===== src/rtl/mem_lsu_pkg.sv =====
// Shared definitions for the MEM-stage load/store unit.
//   - SZ_* request size encodings
//   - lsu_state_t: LSU sub-word store FSM states
//   - WORD_ALIGN_MASK: clears the byte lane bits of a byte address
//   - size_aligned(): alignment legality of a request
package cpu_mem_pkg;

    localparam logic [1:0] SZ_BYTE = 2'b00;
    localparam logic [1:0] SZ_HALF = 2'b01;
    localparam logic [1:0] SZ_WORD = 2'b10;
    localparam logic [1:0] SZ_ILL  = 2'b11;

    typedef enum logic [0:0] {
        ST_IDLE   = 1'b0,
        ST_RMW_WR = 1'b1
    } lsu_state_t;

    localparam logic [31:0] WORD_ALIGN_MASK = 32'hFFFF_FFFC;

    // Size 11 is never legal; half needs an even address, word a multiple of 4.
    function automatic logic size_aligned(input logic [1:0] size, input logic [1:0] lane);
        logic ok;
        case (size)
            SZ_BYTE: ok = 1'b1;
            SZ_HALF: ok = ~lane[0];
            SZ_WORD: ok = (lane == 2'b00);
            default: ok = 1'b0;
        endcase
        return ok;
    endfunction

endpackage


===== src/rtl/mem_lsu_if.sv =====
// Bus bundle between the EX/MEM pipeline, the LSU and the data memory.
//   req_*      : memory op from EX/MEM (held stable while stall=1)
//   stall      : freeze upstream
//   ld_valid/ld_data/misalign : registered results to MEM/WB
//   mem_*      : word-wide data memory port, mem_dout is combinational read data
// modport slave  : the LSU
// modport master : pipeline + memory side
interface mem_lsu_if #(
    parameter int unsigned DATA_W = 32,
    parameter int unsigned ADDR_W = 32
) ();
    logic              req_valid;
    logic              req_we;
    logic [1:0]        req_size;
    logic              req_unsigned;
    logic [ADDR_W-1:0] req_addr;
    logic [DATA_W-1:0] req_wdata;
    logic              stall;
    logic              ld_valid;
    logic [DATA_W-1:0] ld_data;
    logic              misalign;
    logic              mem_cs;
    logic              mem_we;
    logic              mem_oe;
    logic [ADDR_W-1:0] mem_addr;
    logic [DATA_W-1:0] mem_din;
    logic [DATA_W-1:0] mem_dout;

    modport slave (
        input  req_valid, req_we, req_size, req_unsigned, req_addr, req_wdata, mem_dout,
        output stall, ld_valid, ld_data, misalign, mem_cs, mem_we, mem_oe, mem_addr, mem_din
    );

    modport master (
        output req_valid, req_we, req_size, req_unsigned, req_addr, req_wdata, mem_dout,
        input  stall, ld_valid, ld_data, misalign, mem_cs, mem_we, mem_oe, mem_addr, mem_din
    );
endinterface


===== src/rtl/mem_lsu_lane_align.sv =====
// Combinational byte-lane steering for the LSU.
//   lane, size, uns : request lane (addr[1:0]), size code, zero-extend select
//   rdata           : word read from memory
//   wdata           : store data, value in low bits
//   ld_word         : extracted and extended load result
//   st_word         : rdata with the addressed lane replaced by wdata
module lsu_lane_align
    import cpu_mem_pkg::*;
#(
    parameter int unsigned DATA_W = 32
) (
    input  logic [1:0]        lane,
    input  logic [1:0]        size,
    input  logic              uns,
    input  logic [DATA_W-1:0] rdata,
    input  logic [DATA_W-1:0] wdata,
    output logic [DATA_W-1:0] ld_word,
    output logic [DATA_W-1:0] st_word
);
    logic [DATA_W-1:0] shifted;
    logic [DATA_W-1:0] lane_mask;
    logic [DATA_W-1:0] size_mask;

    always_comb begin
        shifted = rdata >> {lane, 3'b000};
        case (size)
            SZ_BYTE: ld_word = uns ? {{(DATA_W-8){1'b0}}, shifted[7:0]}
                                   : {{(DATA_W-8){shifted[7]}}, shifted[7:0]};
            SZ_HALF: ld_word = uns ? {{(DATA_W-16){1'b0}}, shifted[15:0]}
                                   : {{(DATA_W-16){shifted[15]}}, shifted[15:0]};
            default: ld_word = rdata;
        endcase

        case (size)
            SZ_BYTE: size_mask = {{(DATA_W-8){1'b0}}, 8'hFF};
            SZ_HALF: size_mask = {{(DATA_W-16){1'b0}}, 16'hFFFF};
            default: size_mask = '1;
        endcase
        lane_mask = size_mask << {lane, 3'b000};
        st_word   = (rdata & ~lane_mask) | ((wdata << {lane, 3'b000}) & lane_mask);
    end
endmodule


===== src/rtl/mem_lsu.sv =====
// MEM-stage load/store unit in front of a word-wide data memory.
//   clk, rst_n : clock, asynchronous active-low reset
//   bus        : mem_lsu_if.slave (request, stall, load result, memory port)
// Byte/half stores are a read (IDLE, stall=1) followed by a write of the
// merged word (RMW_WR); everything else completes in a single cycle.
module mem_lsu
    import cpu_mem_pkg::*;
#(
    parameter int unsigned DATA_W = 32,
    parameter int unsigned ADDR_W = 32
) (
    input  logic     clk,
    input  logic     rst_n,
    mem_lsu_if.slave bus
);
    lsu_state_t        state;
    lsu_state_t        state_nx;
    logic [DATA_W-1:0] merge_buf;
    logic              ld_valid_q;
    logic [DATA_W-1:0] ld_data_q;
    logic              misalign_q;

    logic [1:0]        lane;
    logic              aligned;
    logic              idle_req;
    logic              is_load;
    logic              is_wst;
    logic              is_sst;
    logic              is_bad;
    logic              in_wr;
    logic [ADDR_W-1:0] word_addr;
    logic [DATA_W-1:0] ld_word;
    logic [DATA_W-1:0] st_word;

    lsu_lane_align #(.DATA_W(DATA_W)) u_align (
        .lane    (lane),
        .size    (bus.req_size),
        .uns     (bus.req_unsigned),
        .rdata   (bus.mem_dout),
        .wdata   (bus.req_wdata),
        .ld_word (ld_word),
        .st_word (st_word)
    );

    // Decode is gated by rst_n so the memory port and stall are quiet
    // for the whole reset, not just after the state register clears.
    always_comb begin
        lane      = bus.req_addr[1:0];
        aligned   = size_aligned(bus.req_size, lane);
        word_addr = bus.req_addr & ~(ADDR_W'(~WORD_ALIGN_MASK));
        idle_req  = rst_n && (state == ST_IDLE) && bus.req_valid;
        in_wr     = rst_n && (state == ST_RMW_WR);
        is_load   = idle_req && aligned && !bus.req_we;
        is_wst    = idle_req && aligned && bus.req_we && (bus.req_size == SZ_WORD);
        is_sst    = idle_req && aligned && bus.req_we && (bus.req_size != SZ_WORD);
        is_bad    = idle_req && !aligned;

        bus.mem_cs   = is_load || is_wst || is_sst || in_wr;
        bus.mem_oe   = is_load || is_sst;
        bus.mem_we   = is_wst || in_wr;
        bus.mem_addr = bus.mem_cs ? word_addr : '0;
        bus.mem_din  = in_wr ? merge_buf : (is_wst ? bus.req_wdata : '0);
        bus.stall    = is_sst;
        state_nx     = is_sst ? ST_RMW_WR : ST_IDLE;
    end

    always_ff @(posedge clk or negedge rst_n) begin
        if (!rst_n) begin
            state      <= ST_IDLE;
            merge_buf  <= '0;
            ld_valid_q <= 1'b0;
            ld_data_q  <= '0;
            misalign_q <= 1'b0;
        end else begin
            state      <= state_nx;
            ld_valid_q <= is_load;
            misalign_q <= is_bad;
            if (is_sst)
                merge_buf <= st_word;
            if (is_load)
                ld_data_q <= ld_word;
        end
    end

    assign bus.ld_valid = ld_valid_q;
    assign bus.ld_data  = ld_data_q;
    assign bus.misalign = misalign_q;
endmodule


===== src/flat_wrapper.sv =====
// flat-port wrapper written by rule: the top's interface ports become plain ports
module mem_lsu_flat import cpu_mem_pkg::*;
#(
    parameter int unsigned DATA_W = 32,
    parameter int unsigned ADDR_W = 32
)
  (clk, rst_n, bus_req_valid, bus_req_we, bus_req_size, bus_req_unsigned, bus_req_addr, bus_req_wdata, bus_mem_dout, bus_stall, bus_ld_valid, bus_ld_data, bus_misalign, bus_mem_cs, bus_mem_we, bus_mem_oe, bus_mem_addr, bus_mem_din);
  mem_lsu_if #(.DATA_W(DATA_W), .ADDR_W(ADDR_W)) bus_i ();
  input  logic clk;
  input  logic rst_n;
  input wire logic [$bits(bus_i.req_valid)-1:0] bus_req_valid;
  input wire logic [$bits(bus_i.req_we)-1:0] bus_req_we;
  input wire logic [$bits(bus_i.req_size)-1:0] bus_req_size;
  input wire logic [$bits(bus_i.req_unsigned)-1:0] bus_req_unsigned;
  input wire logic [$bits(bus_i.req_addr)-1:0] bus_req_addr;
  input wire logic [$bits(bus_i.req_wdata)-1:0] bus_req_wdata;
  input wire logic [$bits(bus_i.mem_dout)-1:0] bus_mem_dout;
  output wire logic [$bits(bus_i.stall)-1:0] bus_stall;
  output wire logic [$bits(bus_i.ld_valid)-1:0] bus_ld_valid;
  output wire logic [$bits(bus_i.ld_data)-1:0] bus_ld_data;
  output wire logic [$bits(bus_i.misalign)-1:0] bus_misalign;
  output wire logic [$bits(bus_i.mem_cs)-1:0] bus_mem_cs;
  output wire logic [$bits(bus_i.mem_we)-1:0] bus_mem_we;
  output wire logic [$bits(bus_i.mem_oe)-1:0] bus_mem_oe;
  output wire logic [$bits(bus_i.mem_addr)-1:0] bus_mem_addr;
  output wire logic [$bits(bus_i.mem_din)-1:0] bus_mem_din;
  assign bus_i.req_valid = bus_req_valid;
  assign bus_i.req_we = bus_req_we;
  assign bus_i.req_size = bus_req_size;
  assign bus_i.req_unsigned = bus_req_unsigned;
  assign bus_i.req_addr = bus_req_addr;
  assign bus_i.req_wdata = bus_req_wdata;
  assign bus_i.mem_dout = bus_mem_dout;
  assign bus_stall = bus_i.stall;
  assign bus_ld_valid = bus_i.ld_valid;
  assign bus_ld_data = bus_i.ld_data;
  assign bus_misalign = bus_i.misalign;
  assign bus_mem_cs = bus_i.mem_cs;
  assign bus_mem_we = bus_i.mem_we;
  assign bus_mem_oe = bus_i.mem_oe;
  assign bus_mem_addr = bus_i.mem_addr;
  assign bus_mem_din = bus_i.mem_din;
  mem_lsu #(.DATA_W(DATA_W), .ADDR_W(ADDR_W)) u_core (.clk(clk), .rst_n(rst_n), .bus(bus_i));
endmodule

===== config.mk =====
export PLATFORM = sky130hd
export DESIGN_NAME = mem_lsu_flat
export DESIGN_NICKNAME = d
export VERILOG_FILES = /design/src/rtl/mem_lsu_pkg.sv /design/src/rtl/mem_lsu_if.sv /design/src/rtl/mem_lsu_lane_align.sv /design/src/rtl/mem_lsu.sv /design/src/flat_wrapper.sv
export SDC_FILE = /design/constraint.sdc
export NUM_CORES = 1
export LEC_CHECK = 0
export CORE_AREA = 2 2 108 110
export DETAILED_ROUTE_END_ITERATION = 12
export DIE_AREA = 0 0 110 112
export DONT_BUFFER_PORTS = 1
export PLACE_DENSITY = 0.6
export SYNTH_ARGS = -nofsm -noshare
export SYNTH_HDL_FRONTEND = slang
export SYNTH_HIERARCHICAL = 1
export SYNTH_SLANG_ARGS = --single-unit

===== constraint.sdc =====
create_clock -name clk -period 4 [get_ports clk]
set_input_delay 0.2 -clock clk [delete_from_list [all_inputs] [get_ports clk]]
set_output_delay 0.2 -clock clk [all_outputs]
set_load 0.05 [all_outputs]

# == Yosys cells after proc, flatten, opt, wreduce, memory -nomap -nowiden ==
# Cells that the tools add are included.
# classes
n_mux,9
n_eq_ne,3
shift,3
bitwise,6
reduce_logical,18
# op_table
operator,n
two-way mux 32 bit,5
one-hot mux 32 bit (2 select lines),2
bitwise AND 32 bit,2
<< shifter 32 x 5 -> 32 bit,2
NOT 32 bit,1
OR 32 bit,1
>> shifter 32 x 5 -> 16 bit,1
logical AND 1 bit,9
logical OR 1 bit,5
zero test 2 bit,2
one-hot mux 1 bit (3 select lines),1
"equality test 2 x 1 -> 1 bit, second input constant",1
"equality test 2 bit, second input constant",1
zero test 1 bit,2
"inequality test 2 bit, second input constant",1
NOT 1 bit,2
two-way mux 1 bit,1
# word_totals
wordCells,44
output_inout_bits,102
register_bits,67
in_bits,103

# == Depth between registers and ports, before layout ==
# Gate-level depths: netlist of the first run.
# logic_depth
depth_word,10
ltp_mapped,7
mapped_depth_nobuf,5

# == By module ==
# The synthesis of the first run kept the hierarchy.
# modules_own_cells
mod,seq_area_each_um2,cells_per_inst,area_each_um2,instances
mem_lsu,1676.6,235,3296.9,1
lsu_lane_align,0.0,237,1657.8,1

# == Worst setup path after synthesis of the first run ==
# No wires, ideal clock.
# synth_path
path_type,register to output
startpoint,register u_core.state
endpoint,output bus_mem_addr[24]
arrival_time_ps,2089
path_slack_ps,1711
t_required_ps,3800
path_stages_with_launch,5
cell_sequence,dfrtp_1 -> and3b_2 -> o21ai_1 -> clkbuf_1 -> a21boi_0
# synth_between
elab_chain_len,10
word_cells_on_any_way,13
cone_classes,1 x mux; 1 x bitwise; 11 x reduce/logical
# synth_lines
item,line,rtl
from (decl),mem_lsu.sv:16,lsu_state_t state;
from (signal assigned),mem_lsu.sv:75,state <= state_nx;
NOT 1 bit,mem_lsu.sv:51,idle_req = rst_n && (state == ST_IDLE) && bus.req_valid;
logical AND 1 bit (2 in series),mem_lsu.sv:51,
logical AND 1 bit,"mem_lsu.sv:53, mem_lsu.sv:54, mem_lsu.sv:55",
logical AND 1 bit,"mem_lsu.sv:54, mem_lsu.sv:55",
logical AND 1 bit,mem_lsu.sv:54,is_wst = idle_req && aligned && bus.req_we && (bus.req_size == SZ_WORD);
logical OR 1 bit (2 in series),mem_lsu.sv:58,bus.mem_cs = is_load || is_wst || is_sst || in_wr;
logical OR 1 bit *,mem_lsu.sv:58,
two-way mux 32 bit *,mem_lsu.sv:61,bus.mem_addr = bus.mem_cs ? word_addr : '0;
to (decl),flat_wrapper.sv:25,output wire logic [$bits(bus_i.mem_addr)-1:0] bus_mem_addr;
# Every way passes the cells marked *; elsewhere a longest branch is shown, timed or not.

# == Final worst setup path of the first run ==
# layout_path
startpoint,register u_core.state
endpoint,output bus_mem_din[20]
# layout_between
elab_chain_len,8
word_cells_on_any_way,9
cone_classes,2 x mux; 1 x bitwise; 6 x reduce/logical
# layout_lines
item,line,rtl
NOT 1 bit,mem_lsu.sv:51,
logical AND 1 bit (2 in series),mem_lsu.sv:51,
logical AND 1 bit (3 in series),mem_lsu.sv:54,
two-way mux 32 bit,mem_lsu.sv:62,bus.mem_din = in_wr ? merge_buf : (is_wst ? bus.req_wdata : '0);
two-way mux 32 bit *,mem_lsu.sv:62,
to (decl),flat_wrapper.sv:26,output wire logic [$bits(bus_i.mem_din)-1:0] bus_mem_din;
# Marked as above.

==> flow_metrics.py, run 1 <==
metrics = {
    "clocking": {
        "cts_tree": "built",
        "clock_latency_ns": 0.33,
        "clk_pin_slew_worst_paths_ns": 0.05,
        "clockBufferDepth": 2,
        "cts_root_buf": "clkbuf_16",
        "cts_sinks": 67,
        "post_cts_buffers": 0,
        "cts_buffers": 9,
        "cts_resized": 0,
        "htreeDepth": 3,
    },
    "status": {
        "status": "completed",
    },
    "yosys": {
        "seq_area_frac_synth": 0.338,
        "netlist_area_um2": 4950,
        "yosys_register_bits": 67,
        "syn_inst": 472,
        "synthDistinctLibCells": 45,
        "synth.avg_cell_area_um2": 10.5,
        "yosysWarningCount": 6,
    },
    "timing": {
        "fin_crit_sh": 0.652,
        "max_freq_mhz": 383,
        "min_period_ns": 2.61,
        "slew_headroom": 0.203,
        "hold_viol": 0,
        "fin_setup_tns_ns": 0,
        "skew_ns": 0.00732,
        "worst_pin_slew_ns": 1.19,
        "rsz0062_at_grt": "false",
        "finalSetupViolations": 0,
        "drv_slew": 0,
    },
    "layout": {
        "multiInputGateArea_um2": 2970,
        "area_growth_pct": 5.30,
        "final_util": 0.467,
        "seq_area_um2": 1680,
        "nNetsFinal": 548,
        "diodes": 0,
        "drive_above_1_share": 0.216,
        "fillCellCount": 1015,
    },
    "setup_path": {
        "worstSetupEndpointType": "output port",
        "cp.required_ns": 3.80,
        "start_kind": "flip-flop",
        "path_buf_inv": 0,
        "cp_slowest_cell": "o211a_1",
        "critPathMaxStageDelay_ns": 0.82,
        "cp_cell_sequence": "and3b_2, o211a_1, a22o_1",
        "critPathKind": "flip-flop to output port",
        "cp_data_arrival_time_ns": 2.41,
        "cp_top_family": "compound AO/OA/AOI/OAI gates",
        "worst-path-max-fanout": 32,
    },
    "placement": {
        "io_buffers": 0,
        "gp_congestion": 0.885,
        "hpwlAfterDp_um": 11300,
    },
    "floorplanning": {
        "die_w_um": 110,
        "die_area_um2": 12300,
        "rows": 39,
        "die_h_um": 112,
        "start_util": 0.443,
        "core_area_um2": 11200,
        "pin_count": 205,
    },
    "routing": {
        "drtAntennaViolNets": 0,
        "vias": 3756,
        "post_drt_via_cell_ratio": 6.33,
        "wl_per_cell_um": 25.7,
        "drt-pass1-iter-count": 5,
        "initialDrtViolationCount": 338,
        "drc": 0,
        "drt_wl_total_um": 15200,
    },
    "pwr": {
        "ir_drop_uv": 306,
        "powerDensity_nw_per_um2": 497,
        "p_leak_uw": 0.00245,
    },
    "global_route": {
        "grt_max_degree": 68,
        "grt_pass1_vias": 3710,
        "grt_use_total": 0.246,
        "overflow": 0,
        "grt_pass1_wl_um": 22300,
        "antenna_found_initial": 0,
    },
    "run": {
        "maxCapViolCount": 0,
    },
    "min_path": {
        "hold_class": "input port to flip-flop",
    },
}
-- where the power goes --
part | switching, uW | leakage, uW | internal, uW
Sequential | 444 | 0.000824 | 852
Combinational | 226 | 0.00148 | 264
Clock | 308 | 0.000142 | 502
Total | 978 | 0.00245 | 1620
-- layout make-up --
type                       count  share of cell area
clock inverter                 5              0.0120
multi-input combinational    356               0.570
sequential                    67               0.321
tap                          143              0.0343
clock buffer                  11              0.0465
inverter                       6             0.00432
timing repair buffer           5              0.0115
-- stage by stage --
stage / power [uW] / hold WS (ns) / area [um^2] / cells / setup WS (ns)
final: 2600 / 0.0636 / 5220 / 593 / 1.39
after CTS: 2610 / 0.0584 / 5220 / 593 / 1.37
after global routing: 2710 / 0.0828 / 5220 / 593 / 1.23
after floorplan: 1710 / -0.0956 / 4960 / 473 / 1.71
after global placement: 1770 / -0.0918 / 4870 / 575 / 1.79
after detailed placement: 1780 / -0.0916 / 4870 / 575 / 1.71
-- sequential cells by signal (all words and copies together) (netlist names) --
name and cells:
u_core/bus.ld_data 32, u_core/bus.ld_valid 1, u_core/bus.misalign 1, u_core/merge_buf 32
u_core/state 1
-- cell families (layout without fill, tap and decap cells) --
group | count (synthesis) | in the layout | share of synthesized area
flops | 67 | 67 | 0.338
xor+xnor | 1 | 1 | 0.00177
other cells | 1 | 2 | 0.000757
buf+inv | 50 | 27 | 0.0649
simple gates | 76 | 76 | 0.0705
mux | 111 | 111 | 0.269
compound gates | 166 | 166 | 0.255
-- timing repair --
item,4_1_cts,5_1_grt
hold buffers,2,0
setup endpoints to repair,0,0
endpoints found under the hold margin,67,0
-- per-layer routing --
| layer | global-route usage | vias to the layer above | part of all wire |
|---|---|---|---|
| met4 | 0.0599 | 0 | 0.015 |
| met5 | 0 | - | 0 |
| met1 | 0.296 | 1826 | 0.37 |
| li1 | - | 1685 | - |
| met3 | 0.0931 | 19 | 0.11 |
| met2 | 0.413 | 226 | 0.50 |
-- placed cells by master, fill, tap and decap left out, types with 2 or more instances in the layout --
cell type,count
dfrtp_1,67
a21oi_1,37
a22o_1,32
a21boi_1,30
nor2_1,30
mux2_4,30
mux2_1,29
mux2_2,27
nand2_1,26
mux2i_1,25
a21o_1,16
nor2b_1,10
clkbuf_16,9
o211a_1,8
a211oi_1,8
o21ai_0,8
o31ai_2,7
inv_1,6
a22oi_1,6
buf_4,3
clkinvlp_4,2
clkinv_4,2
nand3b_1,2
o21ai_1,2
conb_1,2
a21oi_2,2
-- synthesized netlist by cell type (all sizes together) --
library cell   n  share of area
and3b          2         0.0038
o21ai         11          0.011
xnor2          1         0.0018
mux2i         25          0.051
clkbuf        14          0.011
dfrtp         67           0.34
nand3b         2         0.0030
o22a           1         0.0018
nor2b         10          0.013
a2111o         1         0.0023
or2            1         0.0013
nand2         26          0.020
a21o          16          0.024
o31a           1         0.0035
a21boi        30          0.045
inv            6         0.0045
o221ai         1         0.0030
o31ai          8          0.019
nor2          31          0.024
o211ai         1         0.0025
a21oi         40          0.044
and2           1         0.0015
a31oi          1         0.0013
nor3           2         0.0030
conb           1        0.00076
nor3b          1         0.0015
a211oi         8          0.012
mux2          86           0.22
a22oi          7          0.012
o211a          8          0.016
buf           30          0.050
a22o          32          0.057
-- final timing paths --
path                                      start                   end  slack [ns]  cells past startpoint
max in group asynchronous                 rst_n  u_core/merge_buf[10]        3.29                      2
max reg2reg                        u_core/state          u_core/state        1.88                      3
min in group asynchronous                 rst_n  u_core/merge_buf[20]        0.41                      2
max                                u_core/state       bus_mem_din[20]        1.39                      3
min                               bus_req_valid   u_core/bus.misalign        0.06                      2
min reg2reg                u_core/merge_buf[20]  u_core/merge_buf[20]        0.52                      1
No activity file was read; power rests on OpenSTA's default activity.
==> run 2, diff against run 1 <==
- ABC_AREA: default -> 1
- CORE_AREA: 2 2 108 110 -> 2 2 111 113
- DIE_AREA: 0 0 110 112 -> 0 0 113 115
- clock period: 4 -> 2.64 ns (I/O delays scaled with it)
==> flow_metrics.py, run 2 <==
metrics = {
    "placement": {
        "place_area_um2": 5600,
        "place_inst": 1001,
        "io_buffers": 0,
        "hpwlAfterDp_um": 13100,
        "gp_congestion": 0.935,
    },
    "pwr": {
        "total_power_uw": 3780,
        "p_leak_uw": 0.00336,
        "powerDensity_nw_per_um2": 633,
        "ir_drop_uv": 262,
    },
    "timing": {
        "fin_crit_sh": 0.914,
        "finalSetupViolations": 0,
        "min_period_ns": 2.41,
        "slew_headroom": 0.260,
        "hold_viol": 0,
        "worst_pin_slew_ns": 1.11,
        "drv_slew": 0,
        "fin_setup_tns_ns": 0,
        "rsz0062_at_grt": "false",
        "max_freq_mhz": 414,
        "skew_ns": 0.00725,
        "hold_slack_ns": 0.0355,
    },
    "layout": {
        "nNetsFinal": 972,
        "fillCellCount": 1245,
        "layout.cells.most_common": "nand2_1",
        "diodes": 0,
        "final_cell_mix": "nand2_1 (321), inv_1 (100), buf_4 (73), o21ai_0 (73), dfrtp_1 (67)",
        "instances_no_fill": 1021,
        "drive_above_1_share": 0.133,
        "area_growth_pct": 15.2,
        "fin_area_um2": 5980,
    },
    "global_route": {
        "overflow": 0,
        "grt_pass1_vias": 5140,
        "grt_max_degree": 68,
        "grt_use_total": 0.273,
        "grt_pass1_wl_um": 27800,
        "antenna_found_initial": 0,
    },
    "routing": {
        "wl_per_cell_um": 17.8,
        "drc": 13,
        "initialDrtViolationCount": 555,
        "drt_wl_total_um": 18200,
        "vias": 5644,
        "post_drt_via_cell_ratio": 5.53,
        "drt-pass1-iter-count": 9,
        "drtAntennaViolNets": 0,
    },
    "setup_path": {
        "reg2reg_to": "u_core/bus.ld_data[10]",
        "worst-path-max-fanout": 31,
        "cp.required_ns": 2.51,
        "critPathKind": "input port to output port",
        "r2r_cells": 5,
        "path_buf_inv": 2,
        "start_kind": "input port",
        "worstSetupEndpointType": "output port",
        "cp_data_arrival_time_ns": 2.28,
        "cp-startpoint": "rst_n",
        "cp_cell_sequence": "dlygate4sd3_1, nand3b_1, a21oi_2, nor2_2, nor2_1, buf_4",
        "rrSetupSlack_ns": 1.11,
        "cp_slowest_cell": "nor2_2",
        "cp_top_family": "simple AND/OR/NAND/NOR gates",
        "critPathMaxStageDelay_ns": 0.83,
        "rr_startpoint": "u_core/state",
    },
    "clocking": {
        "cts_buffers": 9,
        "post_cts_buffers": 0,
        "htreeDepth": 3,
        "cts_sinks": 67,
        "cts_hold_buf": 4,
        "cts_resized": 0,
        "cts_tree": "built",
        "clock_latency_ns": 0.34,
        "cts_root_buf": "clkbuf_16",
        "clk_pin_slew_worst_paths_ns": 0.05,
        "clockBufferDepth": 2,
    },
    "floorplanning": {
        "pin_count": 205,
        "core_area_um2": 11800,
        "die_w_um": 113,
        "start_util": 0.440,
        "die_area_um2": 13000,
        "rows": 40,
        "die_h_um": 115,
    },
    "yosys": {
        "yosysMostFrequentCell": "nand2_1",
        "synth.avg_cell_area_um2": 6.20,
        "seq_area_frac_synth": 0.323,
        "synth-edff-count": 0,
        "yosys_register_bits": 67,
        "yosys.area.top_type": "dfrtp_1",
        "syn_inst": 838,
        "async_reset_ff_frac": 1.00,
        "yosys.area.top_type_share": 0.323,
        "yosysWarningCount": 6,
        "synth_common_cells": "nand2_1 (321), o21ai_0 (102), inv_1 (100), dfrtp_1 (67), nand3_1 (54)",
        "synthTopCellsByArea": "dfrtp_1 (32%), nand2_1 (23%), o21ai_0 (9.8%)",
        "synthDistinctLibCells": 31,
        "netlist_area_um2": 5190,
        "synthFlopType": "dfrtp_1",
    },
    "min_path": {
        "hold_class": "input port to flip-flop",
        "hold_end": "u_core/bus.ld_data[16]",
        "hold_depth": 4,
        "min_from": "bus_mem_dout[16]",
    },
    "status": {
        "violations": "DRC",
        "status": "finished with violations",
    },
    "run": {
        "maxCapViolCount": 0,
    },
}
-- run 2: cell types whose count changed after synthesis, sizes merged, moves of 30 or more --
cell / delta
nand3: +55
a21oi: -35
mux2: -82
o21ai: +98
a22o: -32
a21boi: -30
nand2: +298
inv: +97
nand4: +34
-- run 2: area by class of cell --
| type | count | area, um^2 | area share |
|---|---|---|---|
| clock inverters | 5 | 77.6 | 0.0130 |
| clock buffers | 11 | 233 | 0.0389 |
| repair buffers | 77 | 623 | 0.104 |
| well taps | 147 | 184 | 0.0307 |
| inverters | 103 | 387 | 0.0646 |
| flip-flops and latches | 67 | 1680 | 0.280 |
| multi-input cells | 611 | 2800 | 0.468 |
-- run 2: report_power, final --
group          switching, uW  leakage (uW)  total (uW)  internal, uW
clock                    454      0.000150        1280           824
sequential               531      0.000864        1780          1250
combinational            485       0.00234         728           243
-- run 2: per-layer routing --
| layer | wire length (um) | global-route usage |
|---|---|---|
| met1 | 7470 | 0.356 |
| met2 | 8430 | 0.425 |
| met3 | 1840 | 0.0854 |
| met4 | 465 | 0.108 |
| met5 | 0 | 0 |
-- run 2: cell families (layout without fill, tap and decap cells) --
group,count (synthesis),count (layout),synth area share
simple gates,473,473,0.388
buf+inv,161,196,0.139
compound gates,132,132,0.140
flops,67,67,0.323
mux,4,4,0.00867
other cells,1,2,0.000722
-- run 2: worst max path at each step --
stage	endpoint	cells past startpoint	slack [ns]
floorplan	bus_mem_din[2]	4	0.52
global placement	bus_mem_cs	5	0.90
detailed placement	bus_mem_addr[6]	5	0.69
CTS	bus_mem_addr[6]	6	0.22
global route	bus_mem_addr[6]	6	0.11
finish	bus_mem_addr[6]	6	0.23
-- run 2: worst reg2reg max path: cells and delay by family, from the launching register on --
family	cells	cell delay, ns
DFF	1	0.42
and+or+nand+nor	5	1.05
-- run 2: per-stage QoR --
step                setup WS, ns  utilization
floorplan                  0.521            -
global placement           0.897        0.474
detailed placement         0.686        0.474
CTS                        0.217        0.506
global route               0.109        0.506
finish                     0.226        0.506
==> run 3, diff against run 2 <==
- CORE_AREA: 2 2 111 113 -> 2 2 110 112
- DIE_AREA: 0 0 113 115 -> 0 0 112 114
- SYNTH_HIERARCHICAL: 1 -> default
==> flow_metrics.py, run 3 <==
metrics = {
    "timing": {
        "drv_slew": 0,
        "fin_setup_tns_ns": 0,
        "skew_ns": 0.00438,
        "fin_crit_sh": 0.935,
        "slew_headroom": 0.527,
        "rsz0062_at_grt": "false",
        "finalSetupViolations": 0,
        "worst_pin_slew_ns": 0.709,
        "min_period_ns": 2.47,
        "max_freq_mhz": 405,
        "hold_viol": 0,
    },
    "setup_path": {
        "rr_startpoint": "u_core.state",
        "worst-path-max-fanout": 25,
        "cp_data_arrival_time_ns": 2.34,
        "path_buf_inv": 4,
        "rrSetupSlack_ns": 0.76,
        "r2r_cells": 6,
        "cp-endpoint": "bus_mem_din[11]",
        "cp_top_family": "buffers and inverters",
        "cp.required_ns": 2.51,
        "critPathKind": "input port to output port",
        "start_kind": "input port",
        "reg2reg_to": "u_core.bus.ld_data[4]",
        "cp.depth": 10,
        "cp_slowest_cell": "dlygate4sd3_1",
        "cp-startpoint": "rst_n",
        "cp_cell_sequence": "dlygate4sd3_1, buf_16, nand2_1, nor2_1, nand2_4, nor2_2, buf_4, nand2_1, o21ai_1, buf_4",
        "critPathMaxStageDelay_ns": 0.61,
        "worstSetupEndpointType": "output port",
    },
    "yosys": {
        "synth-edff-count": 0,
        "yosysWarningCount": 0,
        "seq_area_frac_synth": 0.327,
        "synthDistinctLibCells": 29,
        "synthFlopType": "dfrtp_1",
        "syn_inst": 832,
        "yosys_register_bits": 67,
        "yosysMostFrequentCell": "nand2_1",
        "netlist_area_um2": 5130,
        "yosys.area.top_type_share": 0.327,
        "yosys.area.top_type": "dfrtp_1",
        "synth.avg_cell_area_um2": 6.17,
        "synth_common_cells": "nand2_1 (338), inv_1 (103), nand3_1 (86), dfrtp_1 (67), o21ai_0 (53)",
        "async_reset_ff_frac": 1.00,
        "synthTopCellsByArea": "dfrtp_1 (33%), nand2_1 (25%), nand3_1 (8.4%)",
    },
    "clocking": {
        "clk_pin_slew_worst_paths_ns": 0.05,
        "cts_tree": "built",
        "post_cts_buffers": 0,
        "cts_buffers": 9,
        "cts_root_buf": "clkbuf_16",
        "cts_sinks": 67,
        "clockBufferDepth": 2,
        "htreeDepth": 3,
        "clock_latency_ns": 0.34,
    },
    "floorplanning": {
        "die_area_um2": 12800,
        "rows": 40,
        "pin_count": 205,
        "die_w_um": 112,
        "start_util": 0.438,
        "die_h_um": 114,
        "core_area_um2": 11700,
    },
    "layout": {
        "final_cell_mix": "nand2_1 (338), inv_1 (103), nand3_1 (86)",
        "area_growth_pct": 13.7,
        "seq_area_um2": 1680,
        "layout.cells.most_common": "nand2_1",
        "fillCellCount": 1239,
        "drive_above_1_share": 0.119,
        "multiInputGateArea_um2": 2770,
        "fin_area_um2": 5840,
        "final_util": 0.498,
        "nNetsFinal": 960,
        "diodes": 0,
    },
    "global_route": {
        "grt_pass1_wl_um": 28100,
        "overflow": 0,
        "grt_max_degree": 76,
        "grt_pass1_vias": 5148,
        "grt_use_total": 0.281,
        "antenna_found_initial": 1,
    },
    "pwr": {
        "p_leak_uw": 0.00337,
        "ir_drop_uv": 378,
        "powerDensity_nw_per_um2": 657,
    },
    "routing": {
        "wl_per_cell_um": 18.0,
        "drtAntennaViolNets": 0,
        "drc": 0,
        "post_drt_via_cell_ratio": 5.34,
        "drt-pass1-iter-count": 5,
        "initialDrtViolationCount": 499,
        "vias": 5377,
        "drt_wl_total_um": 18100,
    },
    "placement": {
        "io_buffers": 0,
        "hpwlAfterDp_um": 13800,
        "gp_congestion": 0.930,
        "place_area_um2": 5450,
    },
    "status": {
        "status": "completed",
    },
    "min_path": {
        "hold_class": "input port to flip-flop",
    },
    "run": {
        "maxCapViolCount": 0,
    },
}
[run 3: how the worst min path moves through the flow]
stage | from | to | slack, ns | depth (start not counted)
2_1_floorplan | rst_n | u_core.bus.ld_data[0] | -0.16 | 0
3_3_place_gp | rst_n | u_core.merge_buf[6] | -0.16 | 0
3_5_place_dp | rst_n | u_core.merge_buf[18] | -0.16 | 0
4_1_cts | bus_mem_dout[10] | u_core.bus.ld_data[10] | 0.02 | 4
5_1_grt | bus_mem_dout[12] | u_core.bus.ld_data[12] | 0.05 | 4
6_report | bus_mem_dout[10] | u_core.bus.ld_data[10] | 0.02 | 4
[run 3: per-layer routing]
layer,GRT usage,part of all wire,vias up
met5,0,0,-
met4,0.0740,0.014,0
met3,0.0765,0.096,22
met2,0.490,0.49,261
met1,0.346,0.40,2482
li1,-,-,2612
[run 3: cells by family (layout without fill, tap and decap cells)]
group,count (synthesis),after routing,share of synthesized area
and+or+nand+nor,506,506,0.415
muxes,8,8,0.0175
DFF,67,67,0.327
other,1,2,0.000730
AOI/OAI and AO/OA,96,96,0.105
buffers and inverters,154,181,0.135
[run 3: where the power goes]
group          switching [uW]  internal (uW)  total [uW]
combinational             500            271         771
clock                     436            796        1230
sequential                572           1260        1840
total                    1510           2330        3840
[run 3: area by class of cell]
type                    instances  share of cell area
clock buffers                  12              0.0457
repair buffers                 61              0.0866
inverters                     106              0.0690
well taps                     147              0.0315
flip-flops and latches         67               0.287
clock inverters                 2             0.00600
multi-input cells             612               0.474
[run 3: tightest hold or removal path, cell delays in order]
cell	delay (ns)
nand2_1	0.03
nand3_1	0.07
nand2_1	0.04
nand2_1	0.05
[run 3: repair_timing]
item,in CTS,in global routing
hold endpoints to repair,69,0
hold buffers,5,0
resized for setup,0,0
setup endpoints to repair,0,0
[run 3: through the flow]
step	hold WS (ns)	setup slack (ns)	instances	total power, uW
CTS	0.0216	0.184	1007	3850
floorplan	-0.164	0.329	833	2420
detailed placement	-0.162	0.747	988	2590
global placement	-0.162	0.834	988	2570
finish	0.0218	0.171	1007	3840
global route	0.0471	0.0156	1007	4020
